`config.mk`:
```
export PLATFORM = sky130hd
export DESIGN_NAME = ifetch_unit
export DESIGN_NICKNAME = d
export VERILOG_FILES = /design/src/rtl/sisc_pkg.sv /design/src/rtl/br_calc.sv /design/src/rtl/ifetch_unit.sv
export SDC_FILE = /design/constraint.sdc
export NUM_CORES = 1
export LEC_CHECK = 0
export BUFFER_PORTS_ARGS = -buffer_cell sky130_fd_sc_hd__clkbuf_2
export CAP_MARGIN = 25
export CORE_MARGIN = 4
export CORE_UTILIZATION = 52
export DETAILED_ROUTE_END_ITERATION = 12
export GPL_ROUTABILITY_DRIVEN = 0
export PLACE_DENSITY = 0.81
export SYNTH_ARGS = -nofsm -noshare
export SYNTH_HDL_FRONTEND = slang
export SYNTH_SLANG_ARGS = --single-unit
```
`constraint.sdc`:
```
create_clock -name clk -period 3.4 [get_ports clk]
set_input_delay 0.68 -clock clk [delete_from_list [all_inputs] [get_ports clk]]
set_output_delay 0.68 -clock clk [all_outputs]
set_load 0.01 [all_outputs]
```
`src/rtl/sisc_pkg.sv`:
```
// Shared SISC fetch-stage types and constants.
package sisc_pkg;
  localparam int          DEFAULT_AW       = 16;
  localparam logic [15:0] DEFAULT_RESET_PC = 16'h0000;
  localparam logic [31:0] NOP_INSTR        = 32'h0000_0000;

  typedef enum logic {
    ST_IDLE = 1'b0,
    ST_REQ  = 1'b1
  } fetch_state_e;
endpackage

```
`src/rtl/br_calc.sv`:
```
// Combinational next-PC selection: sequential, PC-relative or absolute target.
module br_calc
  import sisc_pkg::*;
#(
  parameter int AW = DEFAULT_AW
) (
  input  logic [AW-1:0] pc,
  input  logic [15:0]   imm,
  input  logic          pc_sel,
  input  logic          br_sel,
  output logic [AW-1:0] next_pc
);
  logic [AW-1:0] seq_pc;
  logic [AW-1:0] rel_pc;
  logic [AW-1:0] abs_pc;

  // All sums wrap modulo 2^AW; the relative offset is taken from PC+1.
  assign seq_pc = pc + AW'(1);
  assign rel_pc = seq_pc + AW'($signed(imm));
  assign abs_pc = AW'(imm);

  always_comb begin
    next_pc = seq_pc;
    if (pc_sel) begin
      next_pc = br_sel ? abs_pc : rel_pc;
    end
  end
endmodule

```
`src/rtl/ifetch_unit.sv`:
```
// SISC instruction fetch: PC, branch target, one-outstanding memory request, IR.
// IFETCH_BOUNDS_EN adds a sticky fault for fetch addresses >= IM_DEPTH.
module ifetch_unit
  import sisc_pkg::*;
#(
  parameter int            AW       = DEFAULT_AW,
  parameter logic [AW-1:0] RESET_PC = AW'(DEFAULT_RESET_PC),
  parameter int            IM_DEPTH = 65536
) (
  input  logic          clk,
  input  logic          rst_f,
  input  logic          ir_load,
  input  logic          pc_write,
  input  logic          pc_sel,
  input  logic          br_sel,
  input  logic [15:0]   imm,
  output logic          im_req,
  output logic [AW-1:0] im_addr,
  input  logic [31:0]   im_rdata,
  input  logic          im_ack,
  output logic [31:0]   ir,
  output logic          ir_valid,
  output logic [AW-1:0] pc,
  output logic          busy,
  output logic          fault
);
  fetch_state_e  state_q, state_d;
  logic [AW-1:0] pc_q, pc_d;
  logic [AW-1:0] im_addr_q, im_addr_d;
  logic [31:0]   ir_q, ir_d;
  logic          ir_valid_q, ir_valid_d;
  logic          im_req_q, im_req_d;
  logic [AW-1:0] next_pc;
  logic [AW-1:0] fetch_addr;
  logic          start_fetch;

  br_calc #(.AW(AW)) u_br_calc (
    .pc      (pc_q),
    .imm     (imm),
    .pc_sel  (pc_sel),
    .br_sel  (br_sel),
    .next_pc (next_pc)
  );

  // A PC update in the same cycle as the fetch request redirects the fetch.
  assign fetch_addr = pc_write ? next_pc : pc_q;

`ifdef IFETCH_BOUNDS_EN
  logic fault_q, fault_d;
  logic out_of_bounds;
  assign out_of_bounds = 32'(fetch_addr) >= 32'(IM_DEPTH);
  assign start_fetch   = ir_load && !out_of_bounds;
  assign fault         = fault_q;
`else
  logic [31:0] unused_im_depth;
  assign unused_im_depth = 32'(IM_DEPTH);
  assign start_fetch     = ir_load;
  assign fault           = 1'b0;
`endif

  always_comb begin
    state_d    = state_q;
    pc_d       = pc_q;
    im_addr_d  = im_addr_q;
    ir_d       = ir_q;
    ir_valid_d = ir_valid_q;
    im_req_d   = im_req_q;
`ifdef IFETCH_BOUNDS_EN
    fault_d    = fault_q;
`endif
    if (pc_write) begin
      pc_d = next_pc;
    end
    case (state_q)
      ST_IDLE: begin
        if (start_fetch) begin
          state_d    = ST_REQ;
          im_req_d   = 1'b1;
          im_addr_d  = fetch_addr;
          ir_valid_d = 1'b0;
        end
`ifdef IFETCH_BOUNDS_EN
        else if (ir_load) begin
          ir_d       = NOP_INSTR;
          ir_valid_d = 1'b1;
          fault_d    = 1'b1;
        end
`endif
      end
      ST_REQ: begin
        if (im_ack) begin
          state_d    = ST_IDLE;
          im_req_d   = 1'b0;
          ir_d       = im_rdata;
          ir_valid_d = 1'b1;
        end
      end
      default: state_d = ST_IDLE;
    endcase
  end

  always_ff @(posedge clk or negedge rst_f) begin
    if (!rst_f) begin
      state_q    <= ST_IDLE;
      pc_q       <= RESET_PC;
      im_addr_q  <= '0;
      ir_q       <= NOP_INSTR;
      ir_valid_q <= 1'b0;
      im_req_q   <= 1'b0;
`ifdef IFETCH_BOUNDS_EN
      fault_q    <= 1'b0;
`endif
    end else begin
      state_q    <= state_d;
      pc_q       <= pc_d;
      im_addr_q  <= im_addr_d;
      ir_q       <= ir_d;
      ir_valid_q <= ir_valid_d;
      im_req_q   <= im_req_d;
`ifdef IFETCH_BOUNDS_EN
      fault_q    <= fault_d;
`endif
    end
  end

  assign pc       = pc_q;
  assign im_req   = im_req_q;
  assign im_addr  = im_addr_q;
  assign ir       = ir_q;
  assign ir_valid = ir_valid_q;
  assign busy     = (state_q == ST_REQ);
endmodule

```
==> reports/results.ini, run 1 <==
[timing]
fin_worst_skew_ns = 0.00785
worstMarginPinSlew_ns = 0.720
fmax_mhz = 305
tns_ns = 0
worst_slack_ns = 0.124
finalSetupViolations = 0
finalCritPeriodShare = 0.963
drv_slew = 0
period_minus_slack_ns = 3.28
max_slew_margin = 0.520
hold_violations = 0

[synth]
ys_seq_elements = 67
syn_nets = 458
ys_warn_count = 0
yosysTopAreaCell = dfrtp_1
yosys_most_used_dff = dfrtp_1
synth_top_area_frac = 0.419
synth_area_leaders = dfrtp_1 (42%), mux2_2 (12%), ha_1 (6.3%), xnor2_1 (2.8%), nand2_1 (2.8%)
ys_seq_area_frac = 0.419
synth-edff-count = 0
syn_inst = 382
synth.distinct_cells = 59
syn-cell-area_um2 = 4000
syn_avg_cell_area_um2 = 10.5
synthArstFlopShare = 1.00

[final_layout]
seqCellArea_um2 = 1680
drive_gt1_frac = 0.411
n_antenna_cell = 0
syn_to_final_growth_pct = 24.6
final_common_cell = clkbuf_2
nets = 579
fillers = 596
fin_cells = 607
utilization = 0.677
multi_input_area_um2 = 2250
layout_common_cells = clkbuf_2 (120), dfrtp_1 (67), mux2_2 (42), nand2_1 (30), o21ai_0 (21)

[global_route]
grt.met2_usage = 0.356
grtUsageMet1 = 0.267
grt-busiest-layer = met2
grt_max_degree = 68
track_usage = 0.217
grt_pass1_vias = 3267
grt_util_met3 = 0.0751
grt_first_pass_wirelength_um = 15500
grt-ovfl-total = 0
grt_antenna_before_repair = 0

[route]
drtIter0Drc = 110
drt_pass1_iterations = 4
wire_per_inst_um = 16.1
ant_nets = 0
avgViaCountPerCell = 5.53
totalWireLength_um = 9770
vias = 3357
route.detailed.drc = 0

[cts]
cts_tree = yes
cts_buffer_depth = 2
htree_levels = 3
insertion_delay_ns = 0.33
root_buffer = clkbuf_8
numCtsBuffers = 9
clk_pin_slew_worst_paths_ns = 0.07
cts_sinks = 67

[hold_path]
hold_path.class = in2async

[die]
die_h_um = 95.7
die_area_um2 = 9160
floorplan.initialDensity = 0.543
num_io_pins = 123
num_rows = 31
core_area_um2 = 7370
fp.dieW_um = 95.7

[job]
max-cap-violations = 0

[placement]
dpl.cell_count = 587
dp_hpwl_um = 7440
post-place-ws_ns = 0.0613
io_buffers = 121

[power]
ir_drop_mv = 0.433
p_leak_nw = 2.41
p_per_area_nw_per_um2 = 688
power.total_mw = 3.43

[worst_setup_path]
critPathRequiredTime_ns = 3.62
cp.arrival_ns = 3.50
slowest_delay_ns = 0.44
criticalPathCategory = reg2reg
critical_path_peak_fanout = 6
start_kind = register
cp_slowest_cell = dfrtp_1
cp_cell_sequence = and3_2 -> and3_1 -> nand3_1 -> xnor2_1 -> ha_1 -> and2_1 -> a21oi_1 -> a21boi_2 -> a221oi_2 -> buf_4 -> a311o_1 -> a21boi_1 -> a31o_1
critPathCaptureType = register

[run_status]
outcome = complete, no violations

-- metrics by stage --
stage	hold WS (ns)	area, um^2
after CTS	0.364	4900
after floorplan	0.384	4000
final	0.361	4990
after global placement	0.463	4690
after global routing	0.367	4990
after detailed placement	0.475	4690
-- report_power, final --
part           total (mW)  internal, mW  switching (mW)
registers            1.22          1.03           0.191
clock network       0.687         0.411           0.276
logic                1.52         0.728           0.795
total                3.43          2.17            1.26
-- synth_stat cells (all sizes together), types with 6 or more instances --
| library cell | n |
|---|---|
| a21oi | 17 |
| xnor2 | 13 |
| ha | 20 |
| inv | 8 |
| mux2i | 6 |
| a21o | 9 |
| o21a | 8 |
| o21ai | 22 |
| mux2 | 43 |
| nand2b | 9 |
| nor2b | 12 |
| xor2 | 11 |
| nand2 | 30 |
| clkbuf | 15 |
| and3 | 6 |
| o211ai | 13 |
| nand3 | 8 |
| buf | 6 |
| nor2 | 17 |
| dfrtp | 67 |
-- cell families (layout without fill, tap and decap cells) --
kind of cell / count (synthesis) / in the layout / synth area share
xor+xnor: 24 / 24 / 0.0544
buf+inv: 29 / 155 / 0.0310
mux: 49 / 49 / 0.137
flops: 67 / 67 / 0.419
other cells: 1 / 1 / 0.000937
simple gates: 100 / 100 / 0.133
fa+ha+maj: 21 / 21 / 0.0676
compound gates: 91 / 91 / 0.157
-- flip-flops by register name, indices dropped and copies added, names as in the netlist --
name and flops:
ir 32, im_addr 16, busy 1, pc 16
im_req 1, ir_valid 1
-- metal layers --
layer | wire, um | up-vias
met3 | 992 | 10
met5 | 0 | -
met2 | 4770 | 143
met4 | 121 | 0
li1 | - | 1612
met1 | 3890 | 1592
-- critical path: cells and delay by family (launching register included) --
kind,cells,cell delay (ns)
xor gates and xnor gates,1,0.27
DFF,1,0.44
AOI/OAI and AO/OA,6,1.16
and+or+nand+nor,4,0.84
adders and majority gates,1,0.33
buffers and inverters,1,0.15
-- area by class of cell --
cell class,instances,share of cell area
clock inverter,5,0.0156
sequential,67,0.336
inverter,8,0.00602
clock buffer,11,0.0263
multi-input combinational,286,0.452
tap,99,0.0248
timing repair buffer,131,0.139
-- path summary, 6_finish.rpt --
kind	from	endpoint	slack [ns]	cells past startpoint
min in group clk	im_addr[0]$_DFFE_PN0P_	im_addr[0]$_DFFE_PN0P_	0.49	2
worst min-delay path	rst_f	im_addr[13]$_DFFE_PN0P_	0.36	2
worst min register to register	im_addr[0]$_DFFE_PN0P_	im_addr[0]$_DFFE_PN0P_	0.49	2
max in group asynchronous	rst_f	im_req$_DFFE_PN0P_	2.76	2
worst max-delay path	pc[2]$_DFF_PN0_	im_addr[15]$_DFFE_PN0P_	0.12	13
worst max register to register	pc[2]$_DFF_PN0_	im_addr[15]$_DFFE_PN0P_	0.12	13
-- timing repair --
item / in CTS / in global routing
gates resized for setup: 0 / 10
setup buffers: 0 / 4
endpoints found under the setup margin: 0 / 5
hold buffers: 0 / 0
endpoints found under the hold margin: 0 / 0
Power figures use the tool's default switching activity.
==> inputs of run 2 (changes only) <==
==> constraint.sdc (replaced) <==
create_clock -name clk -period 3.4 [get_ports clk]
set_input_delay 0.34 -clock clk [delete_from_list [all_inputs] [get_ports clk]]
set_output_delay 0.34 -clock clk [all_outputs]
set_load 0.01 [all_outputs]
==> reports/results.ini, run 2 (synthesis results as in run 1) <==
[run_status]
outcome = complete, no violations

[final_layout]
nets = 575  ; -0.69%
final_common_cell = clkbuf_2
utilization = 0.665  ; -0.0117
n_antenna_cell = 0  ; unchanged
syn_to_final_growth_pct = 22.5
largest_reg_flops = 32  ; unchanged
layout_common_cells = clkbuf_2 (120), dfrtp_1 (66), mux2_2 (42), nand2_1 (30), o21ai_0 (20)
drive_gt1_frac = 0.406  ; -0.00585
finalInstanceArea_um2 = 4900  ; -1.7%

[route]
totalWireLength_um = 9670  ; -0.96%
ant_nets = 0  ; unchanged
route.detailed.drc = 0  ; unchanged
wire_per_inst_um = 16.1  ; -0.14%
avgViaCountPerCell = 5.48  ; -0.88%
drt_pass1_iterations = 4  ; unchanged
vias = 3300  ; -1.7%
drtIter0Drc = 100  ; -9.1%

[worst_setup_path]
slowest_delay_ns = 0.44  ; about the same
critPathRequiredTime_ns = 3.61  ; about the same
critPathCaptureType = register
cp_cell_sequence = and3_2 -> and3_1 -> buf_4 -> xor2_1 -> ha_1 -> and2_1 -> o211ai_1 -> o211ai_1 -> a311oi_1 -> xor2_1 -> a31oi_1 -> mux2_2
worstRegToRegCells = 12  ; -1
start_kind = register
critical_path_peak_fanout = 6  ; unchanged
criticalPathCategory = reg2reg
cp.arrival_ns = 3.43  ; -0.07 ns
cp_slowest_cell = dfrtp_1

[timing]
drv_slew = 0  ; unchanged
fin_worst_skew_ns = 0.00543  ; -0.00242 ns
worst_slack_ns = 0.184  ; +0.0598 ns
fmax_mhz = 311  ; +1.9%
finalCritPeriodShare = 0.946  ; -0.0176
worstMarginPinSlew_ns = 0.836  ; +0.116 ns
finalSetupViolations = 0  ; unchanged
period_minus_slack_ns = 3.22  ; -0.0598 ns
max_slew_margin = 0.443  ; -0.0774
hold_violations = 0  ; unchanged

[power]
p_leak_nw = 2.37  ; -1.7%
ir_drop_mv = 0.394  ; -9.0%
p_per_area_nw_per_um2 = 683  ; -0.64%

[cts]
clk_pin_slew_worst_paths_ns = 0.07  ; about the same
root_buffer = clkbuf_8
ctsHoldBuffers = 0  ; unchanged
cts_tree = yes
cts_buffer_depth = 2  ; unchanged
insertion_delay_ns = 0.33  ; about the same
numCtsBuffers = 9  ; unchanged
htree_levels = 3  ; unchanged
cts_sinks = 67  ; unchanged

[global_route]
grt_pass1_vias = 3297  ; +0.92%
track_usage = 0.220  ; +0.00248
grt_first_pass_wirelength_um = 15700  ; +0.98%
grt-ovfl-total = 0  ; unchanged
grt_antenna_before_repair = 0  ; unchanged
grt_max_degree = 40  ; -41%

[die]
num_io_pins = 123  ; unchanged
fp.dieW_um = 95.7  ; unchanged
die_area_um2 = 9160  ; unchanged
floorplan.initialDensity = 0.543  ; unchanged
num_rows = 31  ; unchanged
core_area_um2 = 7370  ; unchanged
die_h_um = 95.7  ; unchanged

[placement]
post-place-ws_ns = 0.0909  ; +0.0296 ns
placed_area_um2 = 4670  ; -0.43%
io_buffers = 121  ; unchanged
dp_hpwl_um = 7550  ; +1.4%

[hold_path]
hold_path.class = in2async

[job]
max-cap-violations = 0  ; unchanged

==> run 2: cell type report <==
type / instances / area [um^2]
fill: 600 / 2470
multi-input combinational: 286 / 2220
sequential: 67 / 1680
timing repair buffer: 127 / 651
clock buffer: 13 / 159
tap: 99 / 124
clock inverter: 2 / 35.0
inverter: 8 / 30.0
==> run 2: worst max-delay path, delay by kind of cell (launching register included) <==
family                   cells  cell delay, ns
multiplexers                 1            0.29
AND/OR/NAND/NOR              3            0.67
buffers and inverters        1            0.16
XOR/XNOR                     2            0.36
adder cells (fa/ha/maj)      1            0.36
AO/OA/AOI/OAI                4            0.84
flip-flops                   1            0.44
==> run 2: power by group <==
part           switching [mW]  total [mW]  internal (mW)
clock                   0.268       0.642          0.374
sequential              0.194        1.22           1.03
combinational           0.787        1.48          0.697
total                    1.25        3.35           2.10
==> run 2: through the flow <==
stage               setup TNS [ns]  std cells  power (mW)  hold slack, ns
detailed placement               0        586        2.69           0.485
floorplan                        0        382        2.17          0.0444
global route               -0.0195        602        3.59           0.181
finish                           0        602        3.35           0.112
global placement                 0        586        2.64           0.470
CTS                              0        601        3.34           0.137
==> run 2: final timing paths <==
path,from,endpoint,slack (ns)
max,pc[2]$_DFF_PN0_,im_addr[14]$_DFFE_PN0P_,0.18
min,rst_f,ir[3]$_DFFE_PN0P_,0.11
max reg2reg,pc[2]$_DFF_PN0_,im_addr[14]$_DFFE_PN0P_,0.18
min reg2reg,ir[21]$_DFFE_PN0P_,ir[21]$_DFFE_PN0P_,0.50
max in group asynchronous,rst_f,ir[10]$_DFFE_PN0P_,2.40
min in group clk,im_rdata[15],ir[15]$_DFFE_PN0P_,0.24
==> run 2: per-layer routing <==
layer / track usage / up-vias / wire length (um)
li1: - / 1605 / -
met1: 0.288 / 1544 / 4050
met2: 0.358 / 135 / 4590
met3: 0.0500 / 16 / 871
met4: 0.0806 / 0 / 166
met5: 0 / - / 0
==> run 2: repair_timing <==
item	4_1_cts	5_1_grt
setup buffers	0	1
setup endpoints to repair	0	6
hold endpoints to repair	0	0
gates resized for setup	0	10
==> inputs of run 3 (changes only) <==
--- a/config.mk
+++ b/config.mk
@@ -7,6 +7,7 @@
 export LEC_CHECK = 0
 export BUFFER_PORTS_ARGS = -buffer_cell sky130_fd_sc_hd__clkbuf_2
 export CAP_MARGIN = 25
+export CORE_ASPECT_RATIO = 1.1
 export CORE_MARGIN = 4
 export CORE_UTILIZATION = 52
 export DETAILED_ROUTE_END_ITERATION = 12
==> reports/results.ini, run 3 (synthesis results as in run 1) <==
[run_status]
outcome = complete, no violations

[global_route]
track_usage = 0.221  ; +0.00126
grt_antenna_before_repair = 0  ; unchanged
grt_first_pass_wirelength_um = 16300  ; +3.6%
grt_max_degree = 41  ; +2.5%
grt-ovfl-total = 0  ; unchanged
grt_pass1_vias = 3460  ; +4.9%

[timing]
fmax_mhz = 306  ; -1.5%
fin_worst_skew_ns = 0.00735  ; +0.00193 ns
tns_ns = 0  ; unchanged
drv_slew = 0  ; unchanged
max_slew_margin = 0.428  ; -0.0145
finalCritPeriodShare = 0.960  ; +0.0140
hold_violations = 0  ; unchanged
finalSetupViolations = 0  ; unchanged
period_minus_slack_ns = 3.26  ; +0.0475 ns
worstMarginPinSlew_ns = 0.858  ; +0.0218 ns

[final_layout]
syn_to_final_growth_pct = 26.3
final_common_cell = clkbuf_2
seqCellArea_um2 = 1680  ; unchanged
n_antenna_cell = 0  ; unchanged
fin_cells = 611  ; +1.5%
nets = 577  ; +0.35%
layout_common_cells = clkbuf_2 (120), dfrtp_1 (66), mux2_2 (42), nand2_1 (30), o21ai_0 (19)
drive_gt1_frac = 0.419  ; +0.0134
largest_reg_flops = 32  ; unchanged
fillers = 582  ; -3.0%
utilization = 0.676  ; +0.0114
finalInstanceArea_um2 = 5050  ; +3.1%
multi_input_area_um2 = 2290  ; +2.9%

[worst_setup_path]
path_common_cell = and3_4
path_buf_inv = 0  ; -1
ff2ff_setup_slack_ns = 0.14  ; -0.05 ns
cp_cell_sequence = and3_1 -> nor2b_4 -> and3_4 -> and3_4 -> xnor2_1 -> ha_1 -> o21a_1 -> o21ai_0 -> a221oi_4 -> nor3_1 -> a311o_1 -> a21boi_1 -> a31o_1
cp_slowest_cell = dfrtp_1
critPathCaptureType = register
criticalPathCategory = reg2reg
critPathRequiredTime_ns = 3.62  ; about the same
cp.arrival_ns = 3.49  ; +0.06 ns
critical_path_peak_fanout = 7  ; +1
start_kind = register
slowest_delay_ns = 0.47  ; +0.03 ns
cpLargestDelayFamily = compound AO/OA/AOI/OAI gates

[cts]
root_buffer = clkbuf_8
numCtsBuffers = 9  ; unchanged
cts_buffer_depth = 2  ; unchanged
clk_pin_slew_worst_paths_ns = 0.07  ; about the same
htree_levels = 3  ; unchanged
cts_sinks = 67  ; unchanged
cts_tree = yes
ctsHoldBuffers = 0  ; unchanged
insertion_delay_ns = 0.33  ; about the same

[route]
ant_nets = 0  ; unchanged
drtIter0Drc = 137  ; +37%
drt_pass1_iterations = 4  ; unchanged
avgViaCountPerCell = 5.54  ; +1.1%
wire_per_inst_um = 16.3  ; +1.3%
vias = 3386  ; +2.6%
route.detailed.drc = 0  ; unchanged
totalWireLength_um = 9950  ; +2.8%

[power]
p_leak_nw = 2.43  ; +2.6%
ir_drop_mv = 0.409  ; +3.7%
power.total_mw = 3.59  ; +7.3%
p_per_area_nw_per_um2 = 710  ; +4.0%

[die]
core_area_um2 = 7470  ; +1.4%
num_io_pins = 123  ; unchanged
floorplan.initialDensity = 0.535  ; -0.00754
fp.dieW_um = 91.6  ; -4.3%
die_h_um = 100  ; +4.5%
die_area_um2 = 9160  ; about the same
num_rows = 33  ; +6.5%

[placement]
dpl.cell_count = 592  ; +1.0%
io_buffers = 121  ; unchanged
placed_area_um2 = 4680  ; +0.16%
dp_hpwl_um = 7600  ; +0.75%

[job]
max-cap-violations = 0  ; unchanged

[hold_path]
hold_path.class = in2async

## run 3: changes by cell type in the layout (fill, tap and decap cells not counted), moves of 2 or more
cell,before,now
buf_4,6,8
bufinv_16,1,3
clkbuf_1,2,0
ha_2,3,1
ha_4,0,3
## run 3: worst paths after layout
| path | cells past startpoint | to | start |
|---|---|---|---|
| max | 13 | im_addr[15]$_DFFE_PN0P_ | pc[3]$_DFF_PN0_ |
| min | 1 | ir[14]$_DFFE_PN0P_ | rst_f |
| max reg2reg | 13 | im_addr[15]$_DFFE_PN0P_ | pc[3]$_DFF_PN0_ |
| min reg2reg | 2 | im_addr[9]$_DFFE_PN0P_ | im_addr[9]$_DFFE_PN0P_ |
| max in group asynchronous | 2 | pc[0]$_DFF_PN0_ | rst_f |
| min in group clk | 2 | ir[30]$_DFFE_PN0P_ | im_rdata[30] |
## run 3: timing repair
item                       4_1_cts  5_1_grt
gates resized for setup          0       18
setup buffers                    0        3
setup endpoints to repair        0        7
## run 3: final cells by class
type / instances / share of cell area
Multi-Input combinational cell: 286 / 0.453
Sequential cell: 67 / 0.332
Timing Repair Buffer: 129 / 0.132
Clock buffer: 12 / 0.0327
Tap cell: 105 / 0.0260
Clock inverter: 4 / 0.0188
Inverter: 8 / 0.00594
## run 3: through the flow
step	setup WS (ns)	hold slack, ns
after global placement	0.214	0.464
after floorplan	0.148	0.0444
after detailed placement	0.0265	0.473
after global routing	-0.00380	0.174
final	0.137	0.117
after CTS	0.0207	0.119
## run 3: report_power, final
part	switching [mW]	internal [mW]	total [mW]
registers	0.196	1.03	1.22
logic	0.810	0.731	1.54
clock network	0.281	0.546	0.828
## run 3: metal layers
layer | track usage | part of all wire | vias to the layer above
met4 | 0.0708 | 0.014 | 0
li1 | - | - | 1610
met5 | 0 | 0 | -
met2 | 0.379 | 0.49 | 141
met3 | 0.0742 | 0.086 | 16
met1 | 0.262 | 0.41 | 1619
